**src/rtl/sid_tick_gen_if.sv**
```systemverilog
// Control/status bundle between a SID clock-enable generator and its host.
// The generator connects as slave; the host side (or a bench) uses master.
interface sid_tick_gen_if;
  logic en;
  logic sel_ntsc;
  logic soft_rst;
  logic sid_ce;
  logic sid_phi2;
  logic sample_ce;
  logic sid_rst;
  logic ntsc_active;

  modport master (
    output en, sel_ntsc, soft_rst,
    input  sid_ce, sid_phi2, sample_ce, sid_rst, ntsc_active
  );

  modport slave (
    input  en, sel_ntsc, soft_rst,
    output sid_ce, sid_phi2, sample_ce, sid_rst, ntsc_active
  );
endinterface

```
**src/rtl/sid_tick_gen.sv**
```systemverilog
// SID core clock-enable generator: phase accumulator from the 48 MHz clock,
// phi2 level, audio sample enable and a tick-counted SID-domain reset.
module sid_tick_gen #(
  parameter int ACC_W      = 24,
  parameter int INC_PAL    = 344369,
  parameter int INC_NTSC   = 357955,
  parameter int SAMPLE_DIV = 22,
  parameter int RST_TICKS  = 32
) (
  input  logic            clk_i,
  input  logic            rst_in,
  sid_tick_gen_if.slave   bus
);

  typedef enum logic {
    ST_HOLD = 1'b0,
    ST_RUN  = 1'b1
  } state_t;

  localparam logic [ACC_W-1:0] INC_PAL_V   = ACC_W'(INC_PAL);
  localparam logic [ACC_W-1:0] INC_NTSC_V  = ACC_W'(INC_NTSC);
  localparam logic [7:0]       RST_LAST    = 8'(RST_TICKS - 1);
  localparam logic [7:0]       SAMPLE_LAST = 8'(SAMPLE_DIV - 1);

  logic [ACC_W-1:0] acc_reg, acc_next;
  logic [ACC_W-1:0] inc_reg, inc_next;
  logic [ACC_W:0]   sum;
  logic             carry;
  logic             ntsc_reg, ntsc_next;
  logic             sel_meta_reg, sel_s_reg;
  logic             sid_ce_reg;
  logic             phi2_reg;
  logic             sample_ce_reg, sample_ce_next;
  state_t           state_reg, state_next;
  logic [7:0]       rst_cnt_reg, rst_cnt_next;
  logic [7:0]       sample_cnt_reg, sample_cnt_next;

  // Accumulator keeps its remainder on overflow; the rate only switches on a
  // carry so a tick period is never cut or stretched by a rate change.
  always_comb begin
    sum       = {1'b0, acc_reg} + {1'b0, inc_reg};
    carry     = bus.en & sum[ACC_W];
    acc_next  = bus.en ? sum[ACC_W-1:0] : acc_reg;
    inc_next  = inc_reg;
    ntsc_next = ntsc_reg;
    if (carry) begin
      inc_next  = sel_s_reg ? INC_NTSC_V : INC_PAL_V;
      ntsc_next = sel_s_reg;
    end
  end

  always_comb begin
    state_next      = state_reg;
    rst_cnt_next    = rst_cnt_reg;
    sample_cnt_next = sample_cnt_reg;
    sample_ce_next  = 1'b0;
    case (state_reg)
      ST_HOLD: begin
        sample_cnt_next = '0;
        // A restart request beats a coincident releasing tick.
        if (bus.soft_rst) begin
          rst_cnt_next = '0;
        end else if (carry) begin
          if (rst_cnt_reg == RST_LAST) begin
            state_next   = ST_RUN;
            rst_cnt_next = '0;
          end else begin
            rst_cnt_next = rst_cnt_reg + 8'd1;
          end
        end
      end
      ST_RUN: begin
        if (bus.soft_rst) begin
          state_next      = ST_HOLD;
          rst_cnt_next    = '0;
          sample_cnt_next = '0;
        end else if (carry) begin
          if (sample_cnt_reg == SAMPLE_LAST) begin
            sample_cnt_next = '0;
            sample_ce_next  = 1'b1;
          end else begin
            sample_cnt_next = sample_cnt_reg + 8'd1;
          end
        end
      end
      default: state_next = ST_HOLD;
    endcase
  end

  always_ff @(posedge clk_i or posedge rst_in) begin
    if (rst_in) begin
      acc_reg        <= '0;
      inc_reg        <= INC_PAL_V;
      ntsc_reg       <= 1'b0;
      sel_meta_reg   <= 1'b0;
      sel_s_reg      <= 1'b0;
      sid_ce_reg     <= 1'b0;
      phi2_reg       <= 1'b0;
      sample_ce_reg  <= 1'b0;
      state_reg      <= ST_HOLD;
      rst_cnt_reg    <= '0;
      sample_cnt_reg <= '0;
    end else begin
      acc_reg        <= acc_next;
      inc_reg        <= inc_next;
      ntsc_reg       <= ntsc_next;
      sel_meta_reg   <= bus.sel_ntsc;
      sel_s_reg      <= sel_meta_reg;
      sid_ce_reg     <= carry;
      phi2_reg       <= phi2_reg ^ carry;
      sample_ce_reg  <= sample_ce_next;
      state_reg      <= state_next;
      rst_cnt_reg    <= rst_cnt_next;
      sample_cnt_reg <= sample_cnt_next;
    end
  end

  assign bus.sid_ce      = sid_ce_reg;
  assign bus.sid_phi2    = phi2_reg;
  assign bus.sample_ce   = sample_ce_reg;
  assign bus.sid_rst     = (state_reg == ST_HOLD);
  assign bus.ntsc_active = ntsc_reg;

endmodule

```
**src/flat_wrapper.sv**
```systemverilog
// flat-port wrapper written by rule: the top's interface ports become plain ports
module sid_tick_gen_flat 
#(
  parameter int ACC_W      = 24,
  parameter int INC_PAL    = 344369,
  parameter int INC_NTSC   = 357955,
  parameter int SAMPLE_DIV = 22,
  parameter int RST_TICKS  = 32
)
  (clk_i, rst_in, bus_en, bus_sel_ntsc, bus_soft_rst, bus_sid_ce, bus_sid_phi2, bus_sample_ce, bus_sid_rst, bus_ntsc_active);
  sid_tick_gen_if bus_i ();
  input  logic clk_i;
  input  logic rst_in;
  input wire logic [$bits(bus_i.en)-1:0] bus_en;
  input wire logic [$bits(bus_i.sel_ntsc)-1:0] bus_sel_ntsc;
  input wire logic [$bits(bus_i.soft_rst)-1:0] bus_soft_rst;
  output wire logic [$bits(bus_i.sid_ce)-1:0] bus_sid_ce;
  output wire logic [$bits(bus_i.sid_phi2)-1:0] bus_sid_phi2;
  output wire logic [$bits(bus_i.sample_ce)-1:0] bus_sample_ce;
  output wire logic [$bits(bus_i.sid_rst)-1:0] bus_sid_rst;
  output wire logic [$bits(bus_i.ntsc_active)-1:0] bus_ntsc_active;
  assign bus_i.en = bus_en;
  assign bus_i.sel_ntsc = bus_sel_ntsc;
  assign bus_i.soft_rst = bus_soft_rst;
  assign bus_sid_ce = bus_i.sid_ce;
  assign bus_sid_phi2 = bus_i.sid_phi2;
  assign bus_sample_ce = bus_i.sample_ce;
  assign bus_sid_rst = bus_i.sid_rst;
  assign bus_ntsc_active = bus_i.ntsc_active;
  sid_tick_gen #(.ACC_W(ACC_W), .INC_PAL(INC_PAL), .INC_NTSC(INC_NTSC), .SAMPLE_DIV(SAMPLE_DIV), .RST_TICKS(RST_TICKS)) u_core (.clk_i(clk_i), .rst_in(rst_in), .bus(bus_i));
endmodule
```
**config.mk**
```make
export PLATFORM = sky130hd
export DESIGN_NAME = sid_tick_gen_flat
export DESIGN_NICKNAME = d
export VERILOG_FILES = /design/src/rtl/sid_tick_gen_if.sv /design/src/rtl/sid_tick_gen.sv /design/src/flat_wrapper.sv
export SDC_FILE = /design/constraint.sdc
export NUM_CORES = 1
export LEC_CHECK = 0
export ABC_AREA = 1
export CAP_MARGIN = 30
export CORE_MARGIN = 5
export CORE_UTILIZATION = 40
export DETAILED_ROUTE_END_ITERATION = 16
export SLEW_MARGIN = 10
export SYNTH_ARGS = -nofsm -noshare
export SYNTH_HDL_FRONTEND = slang
export SYNTH_SLANG_ARGS = --single-unit
```
**constraint.sdc**
```tcl
create_clock -name clk_i -period 2.95 [get_ports clk_i]
set_clock_uncertainty 0.1 [all_clocks]
set_input_delay 0.4425 -clock clk_i [delete_from_list [all_inputs] [get_ports clk_i]]
set_output_delay 0.4425 -clock clk_i [all_outputs]
set_load 0.02 [all_outputs]
```
## Word level (Yosys, flattened, before mapping)

Cells that the tools add are included.

- Bits in registers: 71

- Add/subtract/negate cells: 3
- Equality and inequality tests: 5
- Mux-type cells: 19
- Bitwise gates (word level): 3
- Reductions and logical operators: 1

Operator list:

| operator | count |
|---|---|
| 8-bit two-way mux | 7 |
| 8-bit one-hot mux with 2 select lines | 2 |
| 24-bit by 24-bit adder with 25-bit output | 1 |
| 8-bit by 1-bit adder with 8-bit output, second input constant | 2 |
| 8-bit by 5-bit == test with 1-bit output, second input constant | 2 |
| 14-bit two-way mux | 1 |
| 1-bit two-way mux | 8 |
| 3-bit by 2-bit != test with 1-bit output, second input constant | 2 |
| 2-bit != test, second input constant | 1 |
| 1-bit one-hot mux with 2 select lines | 1 |
| 2-bit AND reduction | 1 |
| 1-bit bitwise AND | 1 |
| 1-bit NOT | 1 |
| 1-bit bitwise XOR | 1 |

## Longest topological paths before layout

- Depth in word-level cells: 5
- Gate-level depth with buffers: 14
- Mapped depth without buffers: 13

## Least setup slack after synthesis

Ideal clock, no wire load.

- Path kind: reg2reg
- From: register u_core.inc_reg[12]
- To: register u_core.sample_cnt_reg[5]
- Library setup time: 74 ps
- Data arrival time: 2,053 ps
- Data required time: 2,776 ps
- Slack: 723 ps
- Stages on the path, launching flop included: 11
- Buffers on the path: 1
- Period minus slack after synthesis: 2,227 ps
- Cell sequence: dfrtp_1 inv_1 fa_1 nor3_4 nand4_1 nand3_2 nand2_4 nand2_4 buf_12 nand2_2 o21ai_2

- Word-level cells in the longest chain between the ends: 3

Ends and longest elaborated chain:

| item | line | RTL |
|---|---|---|
| from (decl) | sid_tick_gen.sv:26 | `logic [ACC_W-1:0] inc_reg, inc_next;` |
| from (signal assigned) | sid_tick_gen.sv:105 | `inc_reg <= inc_next;` |
| 24-bit by 24-bit adder with 25-bit output | sid_tick_gen.sv:41 | `sum = {1'b0, acc_reg} + {1'b0, inc_reg};` |
| 1-bit bitwise AND | sid_tick_gen.sv:42 | `carry = bus.en & sum[ACC_W];` |
| 3-bit by 2-bit != test with 1-bit output (no source line) | -- |  |
| to (signal assigned) | sid_tick_gen.sv:114 | `sample_cnt_reg <= sample_cnt_next;` |
| to (decl) | sid_tick_gen.sv:36 | `logic [7:0] sample_cnt_reg, sample_cnt_next;` |

No other way between the ends.
A chain may end at the register's enable or synchronous reset.

## Final worst setup path

- From: register u_core.inc_reg[12]
- To: register u_core.rst_cnt_reg[5]

- Word-level cells in the longest chain between the ends: 4

Ends and longest elaborated chain:

| item | line | RTL |
|---|---|---|
| 24-bit by 24-bit adder with 25-bit output | sid_tick_gen.sv:41 |  |
| 1-bit bitwise AND | sid_tick_gen.sv:42 |  |
| 3-bit by 2-bit != test with 1-bit output (no source line) | -- |  |
| 2-bit AND reduction (no source line) | -- |  |
| to (signal assigned) | sid_tick_gen.sv:113 | `rst_cnt_reg <= rst_cnt_next;` |
| to (decl) | sid_tick_gen.sv:35 | `logic [7:0] rst_cnt_reg, rst_cnt_next;` |

No other way between the ends.

==> flow_metrics.py <==
metrics = {
    "yosys": {
        "synthesis.yosys.warnings": 0,
        "seq_area_frac_synth_pct": 36.69,
        "share_of_async_settable_or_async_resettable_flops_after_synthesis_pct": 100.0,
        "synth_cell_types": 39,
        "ys_dominant_reg_cell": "sky130_fd_sc_hd__dfrtp_1",
        "synth.ff_latch_count": 48,
        "yosysTopAreaCellShare_pct": 35.89,
        "synth_area_leader_cell": "sky130_fd_sc_hd__dfrtp_1",
        "synth-edff-count": 0,
        "yosys-top-cells-area": "sky130_fd_sc_hd__dfrtp_1 36%, sky130_fd_sc_hd__nand2_1 15%, sky130_fd_sc_hd__inv_1 6.1%",
        "post_synth.cell_area_avg_um2": 7.250,
        "post_synth_inst_count": 452,
        "synth_nets": 470,
        "syn-cell-area_mm2": 0.003277,
    },
    "job": {
        "maxCapViolations": 0,
    },
    "detailed_routing": {
        "routed_via_density": 5.066,
        "dr.first_iter.drc_count": 122,
        "route.final.wire_length_um": 7673,
        "via_count": 2903,
        "ant_nets": 0,
        "drc": 0,
        "route.detailed.wl_per_inst_um": 13.39,
        "drt_first_pass_iters": 4,
    },
    "floorplan": {
        "die_height_um": 100.5,
        "floorplan.core_area_mm2": 0.008093,
        "num_rows": 33,
        "design.die.area_mm2": 0.01010,
        "start_util_pct": 40.49,
        "die_width_um": 100.5,
        "floorplan.io_pins": 10,
    },
    "sta": {
        "slew_at_the_pin_closest_to_its_max_slew_limit_ns": 0.5405,
        "finalSetupTns_ns": 0,
        "achievable-frequency_mhz": 419.6,
        "finalSetupViolations": 0,
        "report.final.hold_viol_count": 0,
        "finalCriticalPeriod_ns": 2.383,
        "drv_slew": 0,
        "post-route-period-util_pct": 80.78,
        "slew_headroom_pct": 63.91,
        "rsz0062_at_grt": "no",
    },
    "power": {
        "power_per_cell_area_mw_per_mm2": 922.8,
        "vdd_ir_drop_max_mv": 0.3201,
        "leakagePower_nw": 1.731,
    },
    "critical_path": {
        "setup.worst_path.class": "register to register",
        "start_kind": "register",
        "worst_path_arrival_time_ns": 2.53,
        "critPathLaunch": "u_core.inc_reg[12]",
        "r2r_end": "u_core.rst_cnt_reg[5]",
        "worst_reg_to_reg_path_cell_count": 9,
        "critical_path.reg2reg.startpoint": "u_core.inc_reg[12]",
        "cp_max_fo": 9,
        "r2r_slack_ns": 0.57,
        "end_kind": "register",
        "worstPathRequired_ns": 3.10,
    },
    "clock_tree": {
        "clk_transition_reported_paths_ns": 0.10,
        "cts-root-to-sink-buffers": 2,
        "tritoncts": "yes",
        "cts_max_level": 2,
        "cts-root-buf": "sky130_fd_sc_hd__clkbuf_8",
        "cts.sink_count": 48,
        "worst_skew_pair.late_latency_ns": 0.31,
        "cts.repair_timing.setup_buffer_count": 0,
        "post_cts_hold_buffer_count": 0,
        "cts_resized": 0,
        "cts-buffers-inserted": 5,
    },
    "grt": {
        "antenna_found_initial": 0,
        "grtUsageTotal_pct": 16.85,
        "global_route.overflow_total": 0,
        "first_global_vias": 2917,
        "global_route_wire_length_before_repair_um": 13750,
        "maximum_number_of_pins_on_one_net_before_global_route_repair": 27,
    },
    "place": {
        "place.detailed.instances": 565,
        "hpwl_um": 5883,
        "routabilityCongestion": 0.8956,
        "io_buffer_count": 9,
    },
    "hold_path": {
        "min_path_cells": 0,
        "timing.hold.worst.start": "u_core.sel_meta_reg",
        "timing.hold.worst_endpoint": "u_core.sel_s_reg",
        "timing.hold.worst.class": "register to register",
    },
    "run_status": {
        "run_status": "completed",
    },
    "final_layout": {
        "largest_register_ffs": 24,
        "finalNonFillerCells": 573,
        "antenna-diode-count": 0,
        "nNetsFinal": 485,
        "area_growth_syn_to_layout_pct": 11.65,
        "fraction_of_layout_instances_using_a_drive_strength_above_1_pct": 8.547,
        "postLayoutCoreUtil_pct": 45.21,
    },
}
==> critical path: stages, from the launching register on <==
cell and delay (ns):
sky130_fd_sc_hd__dfrtp_1 0.52, sky130_fd_sc_hd__inv_1 0.12, sky130_fd_sc_hd__fa_1 0.50, sky130_fd_sc_hd__nor3_4 0.27, sky130_fd_sc_hd__nand4_1 0.15, sky130_fd_sc_hd__nand3_2 0.17
sky130_fd_sc_hd__nand3_4 0.15, sky130_fd_sc_hd__nand2_2 0.19, sky130_fd_sc_hd__nand2_1 0.08, sky130_fd_sc_hd__nand2_1 0.06
==> worst max-delay path by stage <==
stage / endpoint / slack, ns / cells after the start
after global placement: u_core.sample_cnt_reg[0] / 0.63 / 9
after global routing: u_core.rst_cnt_reg[2] / 0.35 / 9
after detailed placement: u_core.rst_cnt_reg[1] / 0.58 / 9
after CTS: u_core.rst_cnt_reg[5] / 0.56 / 9
final: u_core.rst_cnt_reg[5] / 0.57 / 9
after floorplan: u_core.sample_cnt_reg[5] / 0.72 / 10
==> where the power goes <==
part | switching, mW | internal [mW] | leakage, nW
sequential | 0.192 | 0.855 | 0.605
combinational | 1.07 | 0.596 | 1.05
clock | 0.239 | 0.424 | 0.0784
total | 1.50 | 1.88 | 1.73
==> cells by family after synthesis <==
group	after synthesis	synth area share, %
XOR/XNOR	25	6.682
AO/OA/AOI/OAI	42	7.637
AND/OR/NAND/NOR	260	35.93
flip-flops	48	36.69
buffers and inverters	64	7.865
adder cells (fa/ha/maj)	13	5.193
==> layout make-up <==
cell class	instances	area (um2)
fillers	856	4434
multi-input cells	340	1817
flip-flops and latches	48	1202
inverters	57	214.0
repair buffers	15	135.1
well taps	105	131.4
clock inverters	3	90.09
clock buffers	5	68.82
==> cells in the final DEF (no fill, tap or decap), types with 5 or more instances in the layout <==
cell type                           n
sky130_fd_sc_hd__nand2_1          130
sky130_fd_sc_hd__inv_1             52
sky130_fd_sc_hd__dfrtp_1           47
sky130_fd_sc_hd__nor2_1            46
sky130_fd_sc_hd__nand3_1           37
sky130_fd_sc_hd__nor3_1            20
sky130_fd_sc_hd__o21ai_0           19
sky130_fd_sc_hd__xor2_1            17
sky130_fd_sc_hd__ha_1              12
sky130_fd_sc_hd__clkdlybuf4s50_1    9
sky130_fd_sc_hd__xnor2_1            8
sky130_fd_sc_hd__a21oi_1            8
sky130_fd_sc_hd__buf_4              6
sky130_fd_sc_hd__nand4_1            5
sky130_fd_sc_hd__o21ai_2            5
sky130_fd_sc_hd__clkbuf_8           5
==> metal layers <==
metal	track usage, %	wire (um)	up-vias
met5	0	0	-
met4	5.492	85	0
met3	3.114	266	6
met2	28.29	3758	46
met1	21.93	3563	1378
li1	-	-	1473
==> synth_stat cells (all sizes together) (2+ instances only) <==
library cell  number
a21oi              8
a31oi              3
buf                2
clkbuf             5
dfrtp             47
ha                12
inv               56
nand2            136
nand3             40
nand3b             2
nand4              5
nor2              49
nor3              21
nor4               3
o211ai             2
o21ai             24
o21bai             2
or2                2
xnor2              8
xor2              17
==> metrics by stage <==
step	instance area (um2)	worst slack (ns)	power, mW	hold WS, ns
floorplan	3277	0.7234	2.281	0.2312
global placement	3500	0.6260	2.700	0.2371
detailed placement	3500	0.5850	2.713	0.2417
CTS	3659	0.5559	3.391	0.2622
global route	3659	0.3452	3.677	0.2848
finish	3659	0.5669	3.376	0.2594
(Power assumes the default switching activity.)
